File: config.mk
export PLATFORM = sky130hd
export DESIGN_NAME = tick_scheduler
export DESIGN_NICKNAME = d
export VERILOG_FILES = /design/src/rtl/tick_sched_pkg.sv /design/src/rtl/tick_prescaler.sv /design/src/rtl/tick_scheduler.sv
export SDC_FILE = /design/constraint.sdc
export NUM_CORES = 1
export LEC_CHECK = 0
export ABC_AREA = 1
export BUFFER_PORTS_ARGS = -buffer_cell sky130_fd_sc_hd__buf_4
export CORE_ASPECT_RATIO = 1.25
export CORE_MARGIN = 5
export CORE_UTILIZATION = 40
export CTS_CLUSTER_SIZE = 10
export DETAILED_ROUTE_END_ITERATION = 16
export SLEW_MARGIN = 15
export SYNTH_ARGS = -nofsm -noshare
export SYNTH_HDL_FRONTEND = slang
export SYNTH_SLANG_ARGS = --single-unit
File: constraint.sdc
create_clock -name clk -period 2.2 [get_ports clk]
set_input_delay 0.11 -clock clk [delete_from_list [all_inputs] [get_ports clk]]
set_output_delay 0.11 -clock clk [all_outputs]
set_load 0.02 [all_outputs]
File: src/rtl/tick_sched_pkg.sv
// rtl/tick_sched_pkg.sv - shared types and constants for the tick scheduler
package tick_sched_pkg;

    typedef enum logic {
        IDLE  = 1'b0,
        ARMED = 1'b1
    } chan_state_t;

    localparam int DEFAULT_CUENTA_MAX = 20;

    // Channel index width, never below one bit.
    function automatic int ch_idx_w(input int n);
        return (n > 1) ? $clog2(n) : 1;
    endfunction

endpackage

File: src/rtl/tick_prescaler.sv
// rtl/tick_prescaler.sv - base-tick prescaler shared by all timer channels
module tick_prescaler #(
    parameter int CUENTA_MAX = 20,
    parameter int CNT_W      = 22
) (
    input  logic             clk,
    input  logic             rst,
    input  logic             en,
    output logic             tick,
    output logic [CNT_W-1:0] cuenta
);

    localparam logic [CNT_W-1:0] CUENTA_TOP = CNT_W'(CUENTA_MAX);

    // Terminal count always wraps, even while paused, so a pending tick is never stretched.
    always_ff @(posedge clk) begin
        if (rst) begin
            cuenta <= '0;
        end else if (cuenta >= CUENTA_TOP) begin
            cuenta <= '0;
        end else if (en) begin
            cuenta <= cuenta + CNT_W'(1);
        end
    end

    assign tick = (cuenta == CUENTA_TOP);

endmodule

File: src/rtl/tick_scheduler.sv
// rtl/tick_scheduler.sv - N_CH one-shot/periodic software timers on one shared prescaler
module tick_scheduler
    import tick_sched_pkg::*;
#(
    parameter int CUENTA_MAX = DEFAULT_CUENTA_MAX,
    parameter int CNT_W      = 22,
    parameter int N_CH       = 4,
    parameter int TICK_W     = 8
) (
    input  logic                       clk,
    input  logic                       rst,
    input  logic                       en,
    input  logic                       cfg_valid,
    output logic                       cfg_ready,
    input  logic [ch_idx_w(N_CH)-1:0]  cfg_ch,
    input  logic [TICK_W-1:0]          cfg_ticks,
    input  logic                       cfg_periodic,
    output logic                       tick,
    output logic [N_CH-1:0]            busy,
    output logic [N_CH-1:0]            expired
);

    localparam int CH_IDX_W = ch_idx_w(N_CH);

    logic             cfg_fire;
    // Prescaler count is only of interest to debug probes.
    logic [CNT_W-1:0] cuenta_unused;

    tick_prescaler #(
        .CUENTA_MAX (CUENTA_MAX),
        .CNT_W      (CNT_W)
    ) u_prescaler (
        .clk    (clk),
        .rst    (rst),
        .en     (en),
        .tick   (tick),
        .cuenta (cuenta_unused)
    );

    always_ff @(posedge clk) begin
        if (rst) begin
            cfg_ready <= 1'b0;
        end else begin
            cfg_ready <= 1'b1;
        end
    end

    assign cfg_fire = cfg_valid && cfg_ready;

    for (genvar i = 0; i < N_CH; i++) begin : g_ch
        chan_state_t       state;
        logic [TICK_W-1:0] remaining;
        logic [TICK_W-1:0] reload;
        logic              periodic;
        logic              pulse;
        logic              hit;

        assign hit = cfg_fire && (cfg_ch == CH_IDX_W'(i));

        // A config on this channel takes priority over a coincident tick.
        always_ff @(posedge clk) begin
            if (rst) begin
                state     <= IDLE;
                remaining <= '0;
                reload    <= '0;
                periodic  <= 1'b0;
                pulse     <= 1'b0;
            end else begin
                pulse <= 1'b0;
                if (hit) begin
                    remaining <= cfg_ticks;
                    reload    <= cfg_ticks;
                    periodic  <= cfg_periodic;
                    state     <= (cfg_ticks != '0) ? ARMED : IDLE;
                end else if (state == ARMED && tick) begin
                    if (remaining > TICK_W'(1)) begin
                        remaining <= remaining - TICK_W'(1);
                    end else begin
                        pulse <= 1'b1;
                        if (periodic) begin
                            remaining <= reload;
                        end else begin
                            state <= IDLE;
                        end
                    end
                end
            end
        end

        assign busy[i]    = (state == ARMED);
        assign expired[i] = pulse;
    end

endmodule

==> impl_metrics.json, run 1 <==
{
  "via_per_inst": 5.10,
  "clk_latency_ps": 350,
  "leakagePower_nw": 2.55,
  "grt_overflow": 0,
  "drt_iter0_drc": 297,
  "cap_violations": 0,
  "required_ps": 2490,
  "placed_cells": 899,
  "layout.nets": 771,
  "dieArea_um2": 14900,
  "critPathCaptureType": "flop",
  "timing.rr.start": "g_ch[1].remaining[0]$_SDFFE_PP0P_",
  "vias": 4662,
  "min_to": "g_ch[0].periodic$_SDFFE_PP0P_",
  "post-route-period-util": 0.879,
  "finalHoldViolations": 0,
  "fin_skew_ps": 7.78,
  "ant_nets": 0,
  "path_class": "flop to flop",
  "initial_core_util": 0.411,
  "wl_per_cell_um": 13.3,
  "dr.pass1.iters": 5,
  "whs_ps": 34.6,
  "setup_viol": 0,
  "ys_seq_elements": 99,
  "relSlewSlack": 0.591,
  "clock-sinks": 99,
  "row_count": 45,
  "io_pins": 25,
  "whs_path_depth": 3,
  "crit_arrival_ps": 2220,
  "finalNonFillerCells": 915,
  "synthToLayoutAreaGrowth_pct": 13.3,
  "grt_usage": 0.171,
  "placed_cell_area_um2": 5380,
  "status": "finished clean",
  "cts-root-buf": "clkbuf_16",
  "final_area_um2": 5690,
  "netlist_area_um2": 5020,
  "grt_max_degree": 53,
  "syn_inst": 714,
  "syn_avg_cell_area_um2": 7.04,
  "reg2reg_slack_ps": 270,
  "hold_class": "primary input to flop",
  "die_h_um": 135,
  "crit_path_start_kind": "flop",
  "h-tree-depth": 3,
  "clockBufferDepth": 2,
  "rsz0062_at_grt": "no",
  "tritoncts": "built",
  "grt_pass1_wl_um": 20200,
  "core_area_um2": 12200,
  "gp_congestion": 0.831,
  "utilization": 0.466,
  "yosys_warnings": 0,
  "post_cts_buffers": 0,
  "tightest_slew_ps": 614,
  "numCtsBuffers": 9,
  "synth_top_flop_cell": "dfxtp_1",
  "fmax_mhz": 517,
  "drive_gt1_frac": 0.128,
  "n_antenna_cell": 0,
  "port_buffers": 24,
  "tns_ps": 0,
  "period_minus_slack_ps": 1930,
  "seq_area_frac_synth": 0.395,
  "die_w_um": 110,
  "async_reset_ff_frac": 0,
  "post_synth_num_cell_types": 36,
  "power.density_nw_per_um2": 696,
  "hp-start": "cfg_periodic",
  "r2r_end": "g_ch[1].remaining[3]$_SDFFE_PP0P_",
  "antenna_found_initial": 0,
  "synth_edf_count": 0,
  "clk_pin_slew_ps": 70,
  "peakVddDrop_mv": 0.341,
  "hpwlAfterDp_um": 8810,
  "path_max_fanout": 9,
  "drt-total-wl_um": 12200,
  "hold_buffers": 0,
  "ctsResizeCount": 0,
  "slew_viol_final": 0,
  "first_global_vias": 4365,
  "reg2reg_depth": 9,
  "drc": 0
}
-- how the worst max path moves through the flow --
stage | startpoint | endpoint | slack (ps) | cells after the start
global placement | g_ch[1].remaining[0]$_SDFFE_PP0P_ | g_ch[1].remaining[6]$_SDFFE_PP0P_ | 280 | 9
detailed placement | g_ch[1].remaining[0]$_SDFFE_PP0P_ | g_ch[1].remaining[6]$_SDFFE_PP0P_ | 250 | 9
finish | g_ch[1].remaining[0]$_SDFFE_PP0P_ | g_ch[1].remaining[3]$_SDFFE_PP0P_ | 270 | 9
floorplan | g_ch[1].remaining[0]$_SDFFE_PP0P_ | g_ch[1].remaining[3]$_SDFFE_PP0P_ | 540 | 9
CTS | g_ch[1].remaining[0]$_SDFFE_PP0P_ | g_ch[1].remaining[3]$_SDFFE_PP0P_ | 230 | 9
global route | g_ch[1].remaining[0]$_SDFFE_PP0P_ | g_ch[1].remaining[6]$_SDFFE_PP0P_ | 80 | 9
-- metrics by stage --
step,power [mW],setup slack [ps]
floorplan,2.24,541
global placement,2.36,279
detailed placement,2.37,253
CTS,4.01,231
global route,4.14,84.9
finish,3.96,265
-- cells by family after synthesis --
family                     Yosys count  synth area share
and+or+nand+nor                    377             0.352
AOI/OAI and AO/OA                  111             0.127
buffers and inverters              109            0.0889
DFF                                 99             0.395
adders and majority gates           10            0.0249
xor gates and xnor gates             7            0.0122
other                                1          0.000746
-- cell usage in the layout (no fill, tap or decap), types with 2 or more instances in the layout --
| master | count |
|---|---|
| clkbuf_16 | 9 |
| nand3_4 | 2 |
| nand2_2 | 11 |
| nand2_1 | 180 |
| nor2_1 | 62 |
| xor2_1 | 7 |
| o211ai_1 | 2 |
| nand2_4 | 2 |
| inv_6 | 3 |
| or2_1 | 2 |
| nor4_1 | 6 |
| nand3_1 | 77 |
| a21oi_1 | 37 |
| inv_1 | 76 |
| nor2_2 | 5 |
| nor3_2 | 2 |
| nor3_1 | 2 |
| a21oi_2 | 8 |
| nor2_4 | 6 |
| buf_4 | 30 |
| nand4_1 | 12 |
| nand3_2 | 3 |
| o21ai_0 | 35 |
| clkinv_1 | 2 |
| o22ai_1 | 28 |
| ha_1 | 10 |
| inv_2 | 6 |
| conb_1 | 17 |
| dfxtp_1 | 99 |
-- registers in the layout, summed over array words and instances, names as in the netlist --
| signal | flops |
|---|---|
| g_ch.reload | 32 |
| g_ch.remaining | 32 |
| cfg_ready | 1 |
| u_prescaler.cuenta | 22 |
| g_ch.periodic | 4 |
| g_ch.state | 4 |
| g_ch.pulse | 4 |
-- area by class of cell --
class / count / area, µm²
clock buffers: 10 / 239
clock inverters: 6 / 70.1
fillers: 1269 / 6530
inverters: 84 / 315
multi-input cells: 522 / 2660
flip-flops and latches: 99 / 1980
well taps: 164 / 205
repair buffers: 30 / 225
-- cell usage after synthesis (8+ instances only) --
cell      number  area share
nand2_2       11       0.014
buf_4          9       0.013
clkbuf_1      12      0.0090
nand2_1      180        0.13
o21ai_0       35       0.035
a21oi_2        8       0.014
nor2_1        62       0.046
dfxtp_1       99        0.39
nand3_1       77       0.077
a21oi_1       37       0.037
o22ai_1       28       0.035
ha_1          10       0.025
nand4_1       12       0.015
inv_1         76       0.057
-- power breakdown --
| part | internal, mW | switching, mW | total [mW] |
|---|---|---|---|
| logic | 0.157 | 0.309 | 0.466 |
| clock network | 0.925 | 0.705 | 1.63 |
| registers | 1.84 | 0.0254 | 1.86 |
| total | 2.92 | 1.04 | 3.96 |
-- metal layers --
metal / up-vias / part of all wire / wire length, µm / GRT usage
met3: 22 / 0.044 / 540 / 0.0329
met1: 2161 / 0.45 / 5530 / 0.220
met2: 104 / 0.48 / 5850 / 0.277
met5: - / 0 / 0 / 0
li1: 2375 / - / - / -
met4: 0 / 0.023 / 281 / 0.0739
-- worst max-delay path: stages, from the launching register on --
cell and delay (ps):
dfxtp_1 350, inv_1 80, ha_1 260, or2_2 350, nand4_4 130, or2_1 210
nand3_2 210, nand3_1 130, nand2_1 60, nor2_1 100
Power figures use the tool's default switching activity.
==> run 2, diff against run 1 <==
- ABC_AREA: 1 -> unset
==> run 2 against run 1 <==
Combinational power grew 7.9%. Critical path depth shrank 2. Critical path type unchanged. Highest routed layer unchanged. Routed wire length grew 7.0%. Core utilization grew 1.7 points. Register-to-register slack lost 170 ps. Count of clock-buffer cells in the layout is the same. Sequential power is essentially flat.
==> impl_metrics.json, run 2 <==
{
  "vias": 4409,
  "yosysTopAreaCellShare": 0.402,
  "core_area_um2": 12100,
  "synth_edf_count": 0,
  "drt_iter0_drc": 339,
  "grtUsageMet2": 0.301,
  "die_h_um": 134,
  "placed_cell_area_um2": 5500,
  "io_pins": 25,
  "row_count": 45,
  "clk_latency_ps": 350,
  "use_met3": 0.0347,
  "synth_top_flop_cell": "dfxtp_1",
  "switching_share": 0.271,
  "gp_congestion": 0.871,
  "initial_core_util": 0.407,
  "clk_pin_slew_ps": 70,
  "synth_most_common_cell": "nand2_1",
  "grt_pass1_wl_um": 21000,
  "setup_viol": 0,
  "layout_commonest_cell": "nand2_1",
  "syn_inst": 597,
  "die_w_um": 109,
  "hold_class": "primary input to flop",
  "slew_viol_final": 0,
  "synth_top_area_cell": "dfxtp_1",
  "wl_per_cell_um": 15.9,
  "placed_cells": 802,
  "reg2reg_slack_ps": 100,
  "netlist_top_cells_count": "102 x nand2_1, 99 x dfxtp_1, 55 x a21oi_1, 44 x nor2_1, 28 x o21ai_0",
  "critPathCaptureType": "flop",
  "whs_path_depth": 3,
  "final_area_um2": 5840,
  "dr.pass1.iters": 5,
  "tritoncts": "built",
  "clockBufferDepth": 2,
  "drive_gt1_frac": 0.175,
  "fin_skew_ps": 9.28,
  "p_switching_mw": 1.06,
  "hp-start": "cfg_periodic",
  "grt_usage": 0.183,
  "drt-total-wl_um": 13100,
  "r2r_end": "g_ch[1].remaining[5]$_SDFFE_PP0P_",
  "power.density_nw_per_um2": 668,
  "h-tree-depth": 3,
  "tns_ps": 0,
  "cts-root-buf": "clkbuf_16",
  "tightest_slew_ps": 742,
  "numCtsBuffers": 9,
  "cap_violations": 0,
  "clock-sinks": 99,
  "yosys_warnings": 0,
  "status": "finished clean",
  "layout_common_cells": "102 x nand2_1, 98 x dfxtp_1, 70 x buf_4",
  "rsz0062_at_grt": "no",
  "utilization": 0.483,
  "peakVddDrop_mv": 0.389,
  "leakagePower_nw": 2.21,
  "required_ps": 2480,
  "crit_arrival_ps": 2380,
  "clockPowerShare": 0.390,
  "hpwlAfterDp_um": 9310,
  "reg2reg_depth": 7,
  "grt.busiest_layer": "met2",
  "via_per_inst": 5.37,
  "timing.rr.start": "g_ch[1].remaining[0]$_SDFFE_PP0P_",
  "finalHoldViolations": 0,
  "ant_nets": 0,
  "period_minus_slack_ps": 2100,
  "netlist_area_um2": 4930,
  "drc": 0,
  "grt_use_met1": 0.227,
  "seqPwrFrac": 0.481,
  "path_class": "flop to flop",
  "port_buffers": 24,
  "min_to": "g_ch[3].periodic$_SDFFE_PP0P_",
  "first_global_vias": 4211,
  "ys_seq_elements": 99,
  "grt_overflow": 0,
  "reg_top3": "g_ch.reload: 32 flops, g_ch.remaining: 32 flops, u_prescaler.cuenta: 22 flops",
  "synth.area.top_cells": "dfxtp_1 40%, nand2_1 7.8%, a21oi_1 5.6%",
  "path_max_fanout": 7,
  "post_synth_num_cell_types": 65,
  "grt_max_degree": 24,
  "finalNonFillerCells": 821,
  "dieArea_um2": 14700,
  "fmax_mhz": 476,
  "relSlewSlack": 0.506,
  "post-route-period-util": 0.955,
  "power_frac_comb": 0.129,
  "syn_avg_cell_area_um2": 8.26,
  "seq_area_frac_synth": 0.402,
  "async_reset_ff_frac": 0,
  "p_total_mw": 3.91,
  "synthToLayoutAreaGrowth_pct": 18.5,
  "crit_path_start_kind": "flop",
  "layout.nets": 677,
  "p_int_mw": 2.85,
  "n_antenna_cell": 0,
  "antenna_found_initial": 0
}
-- run 2: changes by cell type in the layout (fill, tap and decap cells not counted), moves of 18 or more --
cell,change
a21oi_1,+18
nand3_1,-65
inv_1,-57
buf_4,+40
nor2_1,-19
nand2_1,-78
o22ai_1,-18
-- run 2: power groups by stage --
stage	clock, mW	sequential, mW	combinational [mW]
global placement	0	1.92	0.472
detailed placement	0	1.92	0.478
CTS	1.57	1.88	0.482
floorplan	0	1.91	0.332
finish	1.52	1.88	0.503
global route	1.64	1.88	0.553
-- run 2: how the worst max path moves through the flow --
stage                                       from                                end  slack [ps]  cells past startpoint
5_1_grt        g_ch[1].remaining[0]$_SDFFE_PP0P_  g_ch[1].remaining[4]$_SDFFE_PP0P_          10                      7
2_1_floorplan  g_ch[1].remaining[0]$_SDFFE_PP0P_  g_ch[1].remaining[7]$_SDFFE_PP0P_         150                      8
6_report       g_ch[1].remaining[0]$_SDFFE_PP0P_  g_ch[1].remaining[5]$_SDFFE_PP0P_         100                      7
3_3_place_gp   g_ch[0].remaining[0]$_SDFFE_PP0P_  g_ch[0].remaining[4]$_SDFFE_PP0P_          30                      8
4_1_cts        g_ch[0].remaining[5]$_SDFFE_PP0P_  g_ch[0].remaining[4]$_SDFFE_PP0P_          40                      6
3_5_place_dp   g_ch[0].remaining[0]$_SDFFE_PP0P_  g_ch[0].remaining[4]$_SDFFE_PP0P_          20                      8
-- run 2: final cells by class --
type / count / area, µm²
Fill cell: 1206 / 6260
Tap cell: 164 / 205
Multi-Input combinational cell: 452 / 2770
Inverter: 20 / 75.1
Sequential cell: 99 / 1980
Clock inverter: 6 / 56.3
Clock buffer: 10 / 229
Timing Repair Buffer: 70 / 526
-- run 2: what timing repair did --
item                                    4_1_cts  5_1_grt
buffers inserted                              0        3
pin swaps                                     1        3
gates resized for setup                       0       11
endpoints found under the setup margin        1       19
hold buffers                                  0        0
-- run 2: stage by stage --
stage	worst slack, ps	hold WS [ps]
global placement	28.2	407
detailed placement	19.8	410
CTS	42.3	28.4
global route	12.0	52.3
floorplan	152	246
finish	99.2	42.4
-- run 2: cell families (layout without fill, tap and decap cells) --
kind of cell / count (synthesis) / count (layout) / synth area share
XOR/XNOR: 14 / 14 / 0.0249
AO/OA/AOI/OAI: 142 / 142 / 0.181
multiplexers: 23 / 23 / 0.0487
adder cells (fa/ha/maj): 10 / 10 / 0.0254
AND/OR/NAND/NOR: 246 / 246 / 0.261
buffers and inverters: 62 / 106 / 0.0571
other: 1 / 17 / 0.000760
flip-flops: 99 / 99 / 0.402
-- run 2: worst max-delay path, stage by stage (launching register included) --
cell and delay (ps):
dfxtp_1 450, ha_1 290, nor2_1 120, or4_4 520, nor4b_4 150, buf_4 170, nand2b_1 150, a31oi_1 180
-- run 2: metal layers --
layer,wire (µm),share of wire,vias up
li1,-,-,2210
met5,0,0,-
met4,459,0.035,0
met2,6220,0.48,104
met3,651,0.050,24
met1,5720,0.44,2071
==> run 3, diff against run 2 <==
- PLACE_DENSITY_LB_ADDON: unset -> 0.2
==> run 3 against run 2 <==
Critical path depth fell by 1. Count of clock-buffer cells in the layout stayed put. Sequential power about the same. First-iteration DRC count fell by 29%. Global-route usage grew 0.40 points. Routed wire length grew 0.34%. Final area up 0.62%. Flip-flop and latch count unchanged. Largest power group unchanged.
==> impl_metrics.json, run 3 (synthesized netlist as in run 2, its figures left out) <==
{
  "grt_max_degree": 31,
  "fill_cells": 1159,
  "crit_path_end": "g_ch[1].remaining[5]$_SDFFE_PP0P_",
  "grt_usage": 0.187,
  "hold_buffers": 0,
  "dieArea_um2": 14700,
  "crit_arrival_ps": 2380,
  "io_pins": 25,
  "post-route-period-util": 0.954,
  "relSlewSlack": 0.518,
  "r2r_end": "g_ch[1].remaining[5]$_SDFFE_PP0P_",
  "drt_iter0_drc": 242,
  "peakVddDrop_mv": 0.489,
  "path_class": "flop to flop",
  "slew_viol_final": 0,
  "drc": 0,
  "n_antenna_cell": 0,
  "clk_latency_ps": 350,
  "vias": 4426,
  "port_buffers": 24,
  "fmax_mhz": 476,
  "layout_commonest_cell": "nand2_1",
  "crit_path_start_kind": "flop",
  "grt_pass1_wl_um": 21400,
  "layout.nets": 676,
  "drive_gt1_frac": 0.172,
  "initial_core_util": 0.407,
  "cap_violations": 0,
  "drt-total-wl_um": 13100,
  "leakagePower_nw": 2.23,
  "cts-root-buf": "clkbuf_16",
  "die_h_um": 134,
  "critical_path.startpoint": "g_ch[1].remaining[2]$_SDFFE_PP0P_",
  "reg_top3": "g_ch.reload: 32 flops, g_ch.remaining: 32 flops, u_prescaler.cuenta: 22 flops",
  "hold_class": "primary input to flop",
  "die_w_um": 109,
  "core_area_um2": 12100,
  "status": "finished clean",
  "tritoncts": "built",
  "wl_met1_um": 5810,
  "clock-sinks": 99,
  "h-tree-depth": 3,
  "rsz0062_at_grt": "no",
  "layout_common_cells": "102 x nand2_1, 98 x dfxtp_1, 69 x buf_4",
  "timing.rr.start": "g_ch[1].remaining[2]$_SDFFE_PP0P_",
  "period_minus_slack_ps": 2100,
  "antenna_found_initial": 0,
  "critPathCaptureType": "flop",
  "fin_skew_ps": 7.62,
  "path_max_fanout": 7,
  "ant_nets": 0,
  "wl_per_cell_um": 16.0,
  "row_count": 45,
  "required_ps": 2480,
  "tns_ps": 0,
  "clockBufferDepth": 2,
  "tightest_slew_ps": 722,
  "grt_overflow": 0,
  "reg2reg_depth": 6,
  "first_global_vias": 4222,
  "placed_cell_area_um2": 5500,
  "power.density_nw_per_um2": 712,
  "setup_viol": 0,
  "dr.pass1.iters": 4,
  "via_per_inst": 5.40,
  "wl_met3_um": 566,
  "gp_congestion": 0.843,
  "numCtsBuffers": 9,
  "finalHoldViolations": 0,
  "final_area_um2": 5880,
  "synthToLayoutAreaGrowth_pct": 19.2,
  "routed.top_layer": "met4",
  "hpwlAfterDp_um": 9310,
  "reg2reg_slack_ps": 100,
  "clk_pin_slew_ps": 70,
  "wl_met2_um": 6260
}
run 3: per-stage QoR:
step | worst slack (ps) | utilization | cells | hold WS (ps) | total power [mW]
detailed placement | 16.7 | 0.454 | 802 | 406 | 2.40
floorplan | 152 | - | 613 | 246 | 2.25
global placement | 22.7 | 0.454 | 802 | 406 | 2.40
CTS | 3.09 | 0.482 | 818 | 29.2 | 4.22
finish | 101 | 0.486 | 820 | 47.1 | 4.19
global route | 2.70 | 0.486 | 820 | 44.1 | 4.36
run 3: timing repair:
item / in CTS / in global routing
endpoints found under the setup margin: 1 / 10
endpoints found under the hold margin: 0 / 0
pin swaps: 1 / 1
setup buffers: 0 / 2
gates resized for setup: 0 / 9
cloned: 0 / 0
run 3: worst min path at each step:
stage	slack, ps	endpoint	startpoint	cells past startpoint
after global routing	40	g_ch[2].periodic$_SDFFE_PP0P_	cfg_periodic	3
after global placement	410	g_ch[3].periodic$_SDFFE_PP0P_	cfg_periodic	3
after detailed placement	410	g_ch[0].periodic$_SDFFE_PP0P_	cfg_periodic	3
final	50	g_ch[1].periodic$_SDFFE_PP0P_	cfg_periodic	3
after floorplan	250	g_ch[1].periodic$_SDFFE_PP0P_	cfg_periodic	2
after CTS	30	g_ch[0].periodic$_SDFFE_PP0P_	cfg_periodic	3
run 3: where the power goes:
group	total, mW	leakage (nW)	internal [mW]	switching (mW)
Combinational	0.497	1.26	0.211	0.286
Clock	1.81	0.163	1.11	0.694
Sequential	1.88	0.808	1.84	0.0386
run 3: critical path, stage by stage (launching register included):
cell and delay, ps:
dfxtp_1 370, or3_4 450, or4_4 560, nor4b_4 150
buf_4 180, nand2b_1 150, a31oi_1 170
run 3: layout make-up:
type	instances	area, µm²	share of cell area
clock buffers	10	229	0.0389
well taps	164	205	0.0349
multi-input cells	452	2760	0.469
flip-flops and latches	99	1980	0.337
repair buffers	69	518	0.0881
clock inverters	6	111	0.0189
inverters	20	75.1	0.0128
run 3: per-layer routing:
metal	vias up	track usage
li1	2213	-
met1	2098	0.234
met2	87	0.298
met3	28	0.0347
met4	0	0.107
met5	-	0
